File: config.mk
export PLATFORM = sky130hd
export DESIGN_NAME = ram_uart_streamer
export DESIGN_NICKNAME = d
export VERILOG_FILES = /design/src/rtl/ram_uart_streamer.sv
export SDC_FILE = /design/constraint.sdc
export NUM_CORES = 1
export LEC_CHECK = 0
export BUFFER_PORTS_ARGS = -buffer_cell sky130_fd_sc_hd__buf_2
export CAP_MARGIN = 15
export CORE_MARGIN = 5
export CORE_UTILIZATION = 40
export CTS_BUF_LIST = sky130_fd_sc_hd__clkbuf_16
export CTS_CLUSTER_SIZE = 30
export DETAILED_ROUTE_END_ITERATION = 8
export PLACE_DENSITY = 0.66
export SETUP_SLACK_MARGIN = 0.2
export SYNTH_ARGS = -nofsm -noshare
export SYNTH_HDL_FRONTEND = slang
export SYNTH_SLANG_ARGS = --single-unit
File: constraint.sdc
create_clock -name clk -period 2.5 [get_ports clk]
set_input_delay 0 -clock clk [delete_from_list [all_inputs] [get_ports clk]]
set_output_delay 0 -clock clk [all_outputs]
set_load 0.005 [all_outputs]
File: src/rtl/ram_uart_streamer.sv
`default_nettype none
// ---------------------------------------------------------------------------
// ram_uart_streamer: dumps a run of RAM words as bytes over an 8N1 UART line.
// Rev 1.0
// ---------------------------------------------------------------------------
module ram_uart_streamer #(
    parameter int DATA_W       = 16,
    parameter int ADDR_W       = 6,
    parameter int RAM_LATENCY  = 1,
    parameter int CLKS_PER_BIT = 10416,
    parameter int MSB_FIRST    = 1
) (
    input  logic              clk,
    input  logic              reset,
    input  logic              start,
    input  logic [ADDR_W-1:0] base_addr,
    input  logic [ADDR_W:0]   word_count,
    input  logic [DATA_W-1:0] data_from_ram,
    output logic              read_enable_to_ram,
    output logic [ADDR_W-1:0] address_to_ram,
    output logic              uart_tx,
    output logic              busy,
    output logic              done
);

    localparam int BYTES  = DATA_W / 8;
    localparam int BIDX_W = (BYTES > 1) ? $clog2(BYTES) : 1;
    localparam int CNT_W  = $clog2(CLKS_PER_BIT);

    localparam logic [BIDX_W-1:0] LAST_BYTE = BIDX_W'(BYTES - 1);
    localparam logic [1:0]        WAIT_LAST = 2'((RAM_LATENCY > 1) ? RAM_LATENCY - 2 : 0);
    localparam logic [CNT_W-1:0]  BIT_LAST  = CNT_W'(CLKS_PER_BIT - 1);
    localparam logic [ADDR_W:0]   ONE_WORD  = {{ADDR_W{1'b0}}, 1'b1};

    localparam logic [2:0] S_IDLE   = 3'd0;
    localparam logic [2:0] S_READ   = 3'd1;
    localparam logic [2:0] S_WAIT   = 3'd2;
    localparam logic [2:0] S_LOAD   = 3'd3;
    localparam logic [2:0] S_SEND   = 3'd4;
    localparam logic [2:0] S_TXWAIT = 3'd5;
    localparam logic [2:0] S_FINISH = 3'd6;

    logic [2:0]        state_q, state_d;
    logic [ADDR_W-1:0] addr_q, addr_d;
    logic [ADDR_W:0]   words_q, words_d;
    logic [BIDX_W-1:0] bidx_q, bidx_d;
    logic [1:0]        wait_q, wait_d;
    logic [DATA_W-1:0] word_q, word_d;
    logic              busy_q, busy_d;
    logic              done_q, done_d;
    logic              adv_q, adv_d;

    logic              tx_send;
    logic              tx_ready;
    logic [7:0]        tx_byte;

    logic              tx_busy_q;
    logic              tx_line_q;
    logic [8:0]        tx_frame_q;
    logic [3:0]        tx_bit_q;
    logic [CNT_W-1:0]  tx_cnt_q;

    // The outgoing byte always sits at the same end of the word register, which shifts per byte.
    assign tx_byte  = (MSB_FIRST != 0) ? word_q[DATA_W-1 -: 8] : word_q[7:0];
    assign tx_ready = ~tx_busy_q;

    always_comb begin
        state_d = state_q;
        addr_d  = addr_q;
        words_d = words_q;
        bidx_d  = bidx_q;
        wait_d  = wait_q;
        word_d  = word_q;
        busy_d  = busy_q;
        done_d  = 1'b0;
        adv_d   = 1'b0;
        tx_send = 1'b0;
        case (state_q)
            S_IDLE: begin
                if (start) begin
                    busy_d  = 1'b1;
                    words_d = word_count;
                    if (word_count == '0) begin
                        state_d = S_FINISH;
                    end else begin
                        addr_d  = base_addr;
                        state_d = S_READ;
                    end
                end
            end
            S_READ: begin
                wait_d  = '0;
                state_d = (RAM_LATENCY > 1) ? S_WAIT : S_LOAD;
            end
            S_WAIT: begin
                if (wait_q == WAIT_LAST) begin
                    state_d = S_LOAD;
                end else begin
                    wait_d = wait_q + 2'd1;
                end
            end
            S_LOAD: begin
                word_d  = data_from_ram;
                bidx_d  = '0;
                state_d = S_SEND;
            end
            S_SEND: begin
                tx_send = 1'b1;
                state_d = S_TXWAIT;
            end
            S_TXWAIT: begin
                // Moving to the next word costs one extra cycle to step the address.
                if (adv_q) begin
                    addr_d  = addr_q + ADDR_W'(1);
                    words_d = words_q - ONE_WORD;
                    state_d = S_READ;
                end else if (tx_ready) begin
                    if (bidx_q != LAST_BYTE) begin
                        bidx_d  = bidx_q + BIDX_W'(1);
                        word_d  = (MSB_FIRST != 0) ? (word_q << 8) : (word_q >> 8);
                        state_d = S_SEND;
                    end else if (words_q != ONE_WORD) begin
                        adv_d = 1'b1;
                    end else begin
                        state_d = S_FINISH;
                    end
                end
            end
            S_FINISH: begin
                busy_d  = 1'b0;
                done_d  = 1'b1;
                state_d = S_IDLE;
            end
            default: state_d = S_IDLE;
        endcase
    end

    always_ff @(posedge clk or posedge reset) begin
        if (reset) begin
            state_q <= S_IDLE;
            addr_q  <= '0;
            words_q <= '0;
            bidx_q  <= '0;
            wait_q  <= '0;
            word_q  <= '0;
            busy_q  <= 1'b0;
            done_q  <= 1'b0;
            adv_q   <= 1'b0;
        end else begin
            state_q <= state_d;
            addr_q  <= addr_d;
            words_q <= words_d;
            bidx_q  <= bidx_d;
            wait_q  <= wait_d;
            word_q  <= word_d;
            busy_q  <= busy_d;
            done_q  <= done_d;
            adv_q   <= adv_d;
        end
    end

    // 8N1 transmitter: start bit driven on accept, then data LSB first, then stop.
    always_ff @(posedge clk or posedge reset) begin
        if (reset) begin
            tx_busy_q  <= 1'b0;
            tx_line_q  <= 1'b1;
            tx_frame_q <= '1;
            tx_bit_q   <= '0;
            tx_cnt_q   <= '0;
        end else if (!tx_busy_q) begin
            if (tx_send) begin
                tx_busy_q  <= 1'b1;
                tx_line_q  <= 1'b0;
                tx_frame_q <= {1'b1, tx_byte};
                tx_bit_q   <= '0;
                tx_cnt_q   <= '0;
            end
        end else if (tx_cnt_q != BIT_LAST) begin
            tx_cnt_q <= tx_cnt_q + CNT_W'(1);
        end else begin
            tx_cnt_q <= '0;
            if (tx_bit_q == 4'd9) begin
                tx_busy_q <= 1'b0;
                tx_line_q <= 1'b1;
            end else begin
                tx_line_q  <= tx_frame_q[0];
                tx_frame_q <= {1'b1, tx_frame_q[8:1]};
                tx_bit_q   <= tx_bit_q + 4'd1;
            end
        end
    end

    assign read_enable_to_ram = (state_q == S_READ);
    assign address_to_ram     = addr_q;
    assign uart_tx            = tx_line_q;
    assign busy               = busy_q;
    assign done               = done_q;

endmodule
`default_nettype wire
# --- After elaboration in Yosys (flattened, before gate mapping) ---
# Cells that the tools add are included.
op_classes:
  n_addsub: 6
  eq_ne: 21
  muxes: 53
  reduce_logical: 17
ops:
  columns: ["op", "n"]
  rows:
  - ["2-to-1 mux 16 bit", 3]
  - ["2-to-1 mux 14 bit", 3]
  - ["2-to-1 mux 9 bit", 4]
  - ["case mux 16 bit (2 select lines)", 1]
  - ["2-to-1 mux 3 bit", 7]
  - ["inequality test 2 bit (second input constant)", 10]
  - ["2-to-1 mux 1 bit", 19]
  - ["2-to-1 mux 6 bit", 3]
  - ["case mux 3 bit (6 select lines)", 1]
  - ["2-to-1 mux 4 bit", 4]
  - ["adder 14 x 1 -> 14 bit (second input constant)", 1]
  - ["2-to-1 mux 7 bit", 2]
  - ["inequality test 14 bit (second input constant)", 1]
  - ["case mux 7 bit (2 select lines)", 1]
  - ["case mux 6 bit (2 select lines)", 1]
  - ["AND reduction 4 bit", 3]
  - ["nonzero test 2 bit", 5]
  - ["== test 3 bit (second input constant)", 3]
  - ["AND reduction 3 bit", 3]
  - ["zero test 7 bit", 1]
  - ["inequality test 7 x 1 -> 1 bit (second input constant)", 1]
  - ["subtractor 7 x 1 -> 7 bit (second input constant)", 1]
  - ["adder 6 x 1 -> 6 bit (second input constant)", 1]
  - ["== test 3 x 2 -> 1 bit (second input constant)", 2]
  - ["13 further kinds", 16]
totals:
  regBits: 67
  elab_cells: 111

# --- Longest topological paths before layout ---
depth:
  depth_word: 6
  mapped_depth: 7

# --- Worst setup path after synthesis ---
# Ideal clock, no wire load.
synth_timing:
  path_type: "reg2reg"
  startpoint: "register tx_cnt_q[10]"
  endpoint: "register tx_bit_q[3]"
  arrival_time_ns: 1.931
  required_ns: 2.431
  setup_slack_ns: 0.500
  stages_incl_launch_ff: 5
  synth_period_minus_slack_ns: 2.000
  cell_sequence: "dfrtp_1 > or4_1 > or4_4 > or4_1 > nand3_1"
synth_between:
  elab_chain_len: 3
synth_rtl:
  columns: ["element", "line_no", "rtl"]
  rows:
  - ["start, declared", "61", "logic [CNT_W-1:0] tx_cnt_q;"]
  - ["start signal, assigned", "179", "tx_cnt_q <= tx_cnt_q + CNT_W'(1);"]
  - ["inequality test 14 bit", "178", "end else if (tx_cnt_q != BIT_LAST) begin"]
  - ["inequality test 2 bit (no source line)", null, null]
  - ["AND reduction 3 bit (no source line)", null, null]
  - ["end signal, assigned", "188", "tx_bit_q <= tx_bit_q + 4'd1;"]
  - ["end, declared", "60", "logic [3:0] tx_bit_q;"]
# Every way passes these cells.
# A chain may end at the register's enable or synchronous reset.

# --- Worst setup path after layout ---
layout_timing:
  startpoint: "register tx_cnt_q[0]"
  endpoint: "register tx_frame_q[5]"
layout_between:
  elab_chain_len: 3
layout_rtl:
  columns: ["element", "line_no", "rtl"]
  rows:
  - ["inequality test 14 bit", "178", null]
  - ["inequality test 2 bit (no source line)", null, null]
  - ["AND reduction 3 bit (no source line)", null, null]
  - ["end signal, assigned", "174", "tx_frame_q <= {1'b1, tx_byte};"]
  - ["end signal, assigned", "187", "tx_frame_q <= {1'b1, tx_frame_q[8:1]};"]
  - ["end, declared", "59", "logic [8:0] tx_frame_q;"]
# Every way passes these cells.

==> impl_metrics.yaml <==
status:
  outcome: "finished, final reports clean"
synthesis:
  ys_async_sr_fraction_pct: 100
  synth_compound_area_share_pct: 21.4
  yosys.cell_types.count: 57
  synth_simple_gate_area_share_pct: 21.8
  ys_seq_elements: 66
  synth_ff_type: "dfrtp_1"
  postSynthCellCount: 385
  synth_edf_count: 0
  muxShareOfSynthArea_pct: 3.63
  synth_top_family_by_area: "simple AND/OR/NAND/NOR gates"
  synth_seq_area_share_pct: 46.0
  synthesis.area_um2: 3620
  synth_xor_area_share_pct: 0.242
  yosys_warning_count: 0
  synthesis.nets: 425
  avgSynthCellArea_um2: 9.39
  arithmetic_cell_share_of_the_synthesized_area_counting_full_adders_half_adders_and_majority_gates_pct: 2.77
setup_path:
  cpMaxStageDelayCell: "o41a_1"
  startpoint_to_endpoint_class_of_the_critical_path: "reg -> reg"
  timing.critical_path.fanout_max: 10
  critical_path.max_stage_delay_ns: 0.60
  data_required_critical_path_ns: 2.77
  path_depth_of_the_worst_reg2reg_path: 5
  crit_path_end_kind: "flip-flop"
  worstPathArrival_ns: 2.41
  start_kind: "flip-flop"
  critical_path.cell_chain: "ha_1 -> nand4b_1 -> o41a_1 -> nor2_2 -> o221a_2"
cts:
  clk_latency_ns: 0.32
  htree_num_levels: 3
  clock-sinks: 66
  clock_pin_slew_of_the_registers_on_the_worst_case_setup_and_hold_paths_ns: 0.06
  tritoncts: "yes"
  ctsLongestPathBuffers: 2
  clock_tree.root_cell: "clkbuf_16"
  postCtsResizedCells: 0
  numCtsBuffers: 9
power_and_ir_drop:
  vdd_ir_drop_max_v: 0.000368
  p_sw_share_pct: 21.6
  clock_group_share_of_total_power_pct: 50.4
  leakage_nw: 2.03
  p_seq_share_pct: 45.2
  total_switching_power_w: 0.000530
  internal-power_w: 0.00192
  power-per-cell-area_nw_per_um2: 550
  p_comb_share_pct: 4.4
placed_design:
  dp_slack_ns: 0.339
  post-dp-hpwl_mm: 5.94
  globalplace.congestion: 0.836
  placed_area_um2: 3980
  io_buffers: 41
floorplan:
  fp.dieH_um: 105
  die_area_um2: 11000
  io_pins: 42
  floorplan.rows: 34
  core_area_um2: 8760
  initial_core_util_pct: 41.3
  die_x_um: 105
global_routing:
  grt_start_max_net_pins: 30
  grt_pass1_wl_mm: 14.9
  track_usage_pct: 16.1
  initial_antenna_violation_count: 0
  number_of_global_route_vias_before_repair: 3127
  grt_overflow: 0
sta:
  final.setup.tns_ns: 0
  post-route-worst-setup-slack_ns: 0.359
  tightest_slew_ns: 0.561
  final_max_slew_viol_count: 0
  fin_crit_sh_pct: 85.6
  timing.fmax_ghz: 0.467
  worst_hold_margin_ns: 0.00297
  period_needed_ns: 2.14
  rsz0062_at_grt: "false"
  report.final.hold_viol_count: 0
  skew_ns: 0.00375
  setup_viol: 0
  relSlewSlack_pct: 62.2
final_layout:
  most_common_library_cell_in_the_layout_ignoring_fill_and_taps: "dfrtp_1"
  layout.cells.most_common_list: "57 x dfrtp_1, 41 x buf_2, 38 x nand2_1"
  layout-area-overhead-vs-synth_pct: 23.3
  insertedDiodeCount: 0
  finish.utilization_pct: 50.9
  fraction_of_layout_cells_with_a_size_suffix_above_1_pct: 21.0
  fin_area_um2: 4460
  design.final.nets: 487
route:
  1st_pass_router_iterations: 4
  routed_wl_mm: 8.63
  wl_per_cell_um: 15.4
  drt_iter0_drc: 188
  detail_route.vias_per_cell: 5.63
  via_count: 3155
  drtAntennaViolNets: 0
  drcViolationCount: 0
worst_hold_path:
  worst_hold_path_type: "in -> reg"
  whs_path_depth: 3
job:
  maxCapViolations: 0
==> synth_stat cells, types with 2 or more instances <==
| cell type | instances | area (um^2) |
|---|---|---|
| o41ai_1 | 2 | 17.5 |
| nor4b_1 | 2 | 17.5 |
| a22oi_1 | 4 | 30.0 |
| nand2_1 | 38 | 143 |
| nand3b_1 | 3 | 22.5 |
| inv_1 | 17 | 63.8 |
| mux2i_1 | 12 | 120 |
| and2_1 | 4 | 25.0 |
| dfstp_2 | 9 | 236 |
| and4_1 | 2 | 17.5 |
| ha_1 | 8 | 100 |
| a22o_1 | 9 | 78.8 |
| nor3b_1 | 3 | 22.5 |
| o41a_1 | 2 | 22.5 |
| nand3_1 | 17 | 85.1 |
| or3_1 | 13 | 81.3 |
| nor2b_1 | 3 | 18.8 |
| o211ai_1 | 8 | 60.1 |
| nand4b_1 | 3 | 26.3 |
| or4_1 | 3 | 22.5 |
| o21ai_0 | 30 | 150 |
| nor3_1 | 9 | 45.0 |
| and3_1 | 5 | 31.3 |
| o221a_2 | 7 | 78.8 |
| o22ai_1 | 5 | 31.3 |
| and3b_1 | 2 | 17.5 |
| nand4_1 | 8 | 50.1 |
| dfrtp_1 | 57 | 1430 |
| a21oi_1 | 26 | 130 |
| a21o_1 | 4 | 30.0 |
| o2bb2ai_1 | 2 | 17.5 |
| o2bb2a_1 | 2 | 20.0 |
| clkbuf_1 | 22 | 82.6 |
| or3b_2 | 4 | 35.0 |
| nor2_1 | 17 | 63.8 |
| nor4_1 | 2 | 12.5 |
==> logic make-up (layout without fill, tap and decap cells) <==
family                   after synthesis  count (layout)
adder cells (fa/ha/maj)                8               8
multiplexers                          13              13
flip-flops                            66              66
XOR/XNOR                               1               1
AO/OA/AOI/OAI                        113             113
AND/OR/NAND/NOR                      144             144
buffers and inverters                 40             107
==> power groups by stage <==
stage | sequential [W] | combinational (W) | clock (W)
floorplan | 0.00112 | 0.0000428 | 0
global placement | 0.00112 | 0.0000841 | 0
detailed placement | 0.00113 | 0.0000866 | 0
CTS | 0.00111 | 0.000109 | 0.00127
global route | 0.00111 | 0.000121 | 0.00132
finish | 0.00111 | 0.000108 | 0.00124
==> sequential cells by signal (all words and copies together), names as in the netlist <==
signal / cells
adv_q: 1
bidx_q: 1
tx_bit_q: 4
address_to_ram: 6
tx_busy_q: 1
state_q: 3
uart_tx: 1
words_q: 7
wait_q: 2
word_q: 16
done: 1
tx_frame_q: 8
tx_cnt_q: 14
busy: 1
==> layout make-up <==
type	instances	area, um^2
Fill cell	791	4300
Inverter	17	63.8
Timing Repair Buffer	74	500
Sequential cell	66	1660
Tap cell	108	135
Clock buffer	9	225
Clock inverter	7	68.8
Multi-Input combinational cell	279	1800
==> layer usage <==
| metal | track usage (%) | part of all wire, % | wire length [um] | up-vias |
|---|---|---|---|---|
| li1 | - | - | - | 1557 |
| met1 | 21.0 | 45 | 3880 | 1537 |
| met2 | 26.7 | 51 | 4390 | 57 |
| met3 | 4.44 | 3.8 | 332 | 4 |
| met4 | 3.38 | 0.36 | 31 | 0 |
| met5 | 0 | 0 | 0 | - |
==> final timing paths <==
kind	from	end	slack, ns
worst max-delay path	tx_cnt_q[0]$_DFFE_PP0P_	tx_frame_q[5]$_DFFE_PP1P_	0.36
worst min-delay path	data_from_ram[15]	word_q[15]$_DFFE_PP0P_	0.003
worst max register to register	tx_cnt_q[0]$_DFFE_PP0P_	tx_frame_q[5]$_DFFE_PP1P_	0.36
worst min register to register	word_q[14]$_DFFE_PP0P_	word_q[14]$_DFFE_PP0P_	0.47
max in group asynchronous	reset	uart_tx$_DFFE_PP1P_	1.62
min in group asynchronous	reset	wait_q[0]$_DFFE_PP0P_	0.17
==> critical path, delay by kind of cell (launching register included) <==
family,cells,cell delay [ns]
compound gates,2,0.84
simple gates,2,0.54
flops,1,0.43
fa+ha+maj,1,0.27
==> what timing repair did <==
action	in CTS	in global routing
endpoints found under the hold margin	30	0
endpoints found under the setup margin	0	1
setup buffers	0	0
hold buffers	19	0
==> stage by stage <==
stage                     instances  power, W
final                           560   0.00245
after global routing            560   0.00255
after CTS                       560   0.00248
after detailed placement        525   0.00121
after global placement          525   0.00121
after floorplan                 385   0.00116
No activity file was read; power rests on OpenSTA's default activity.
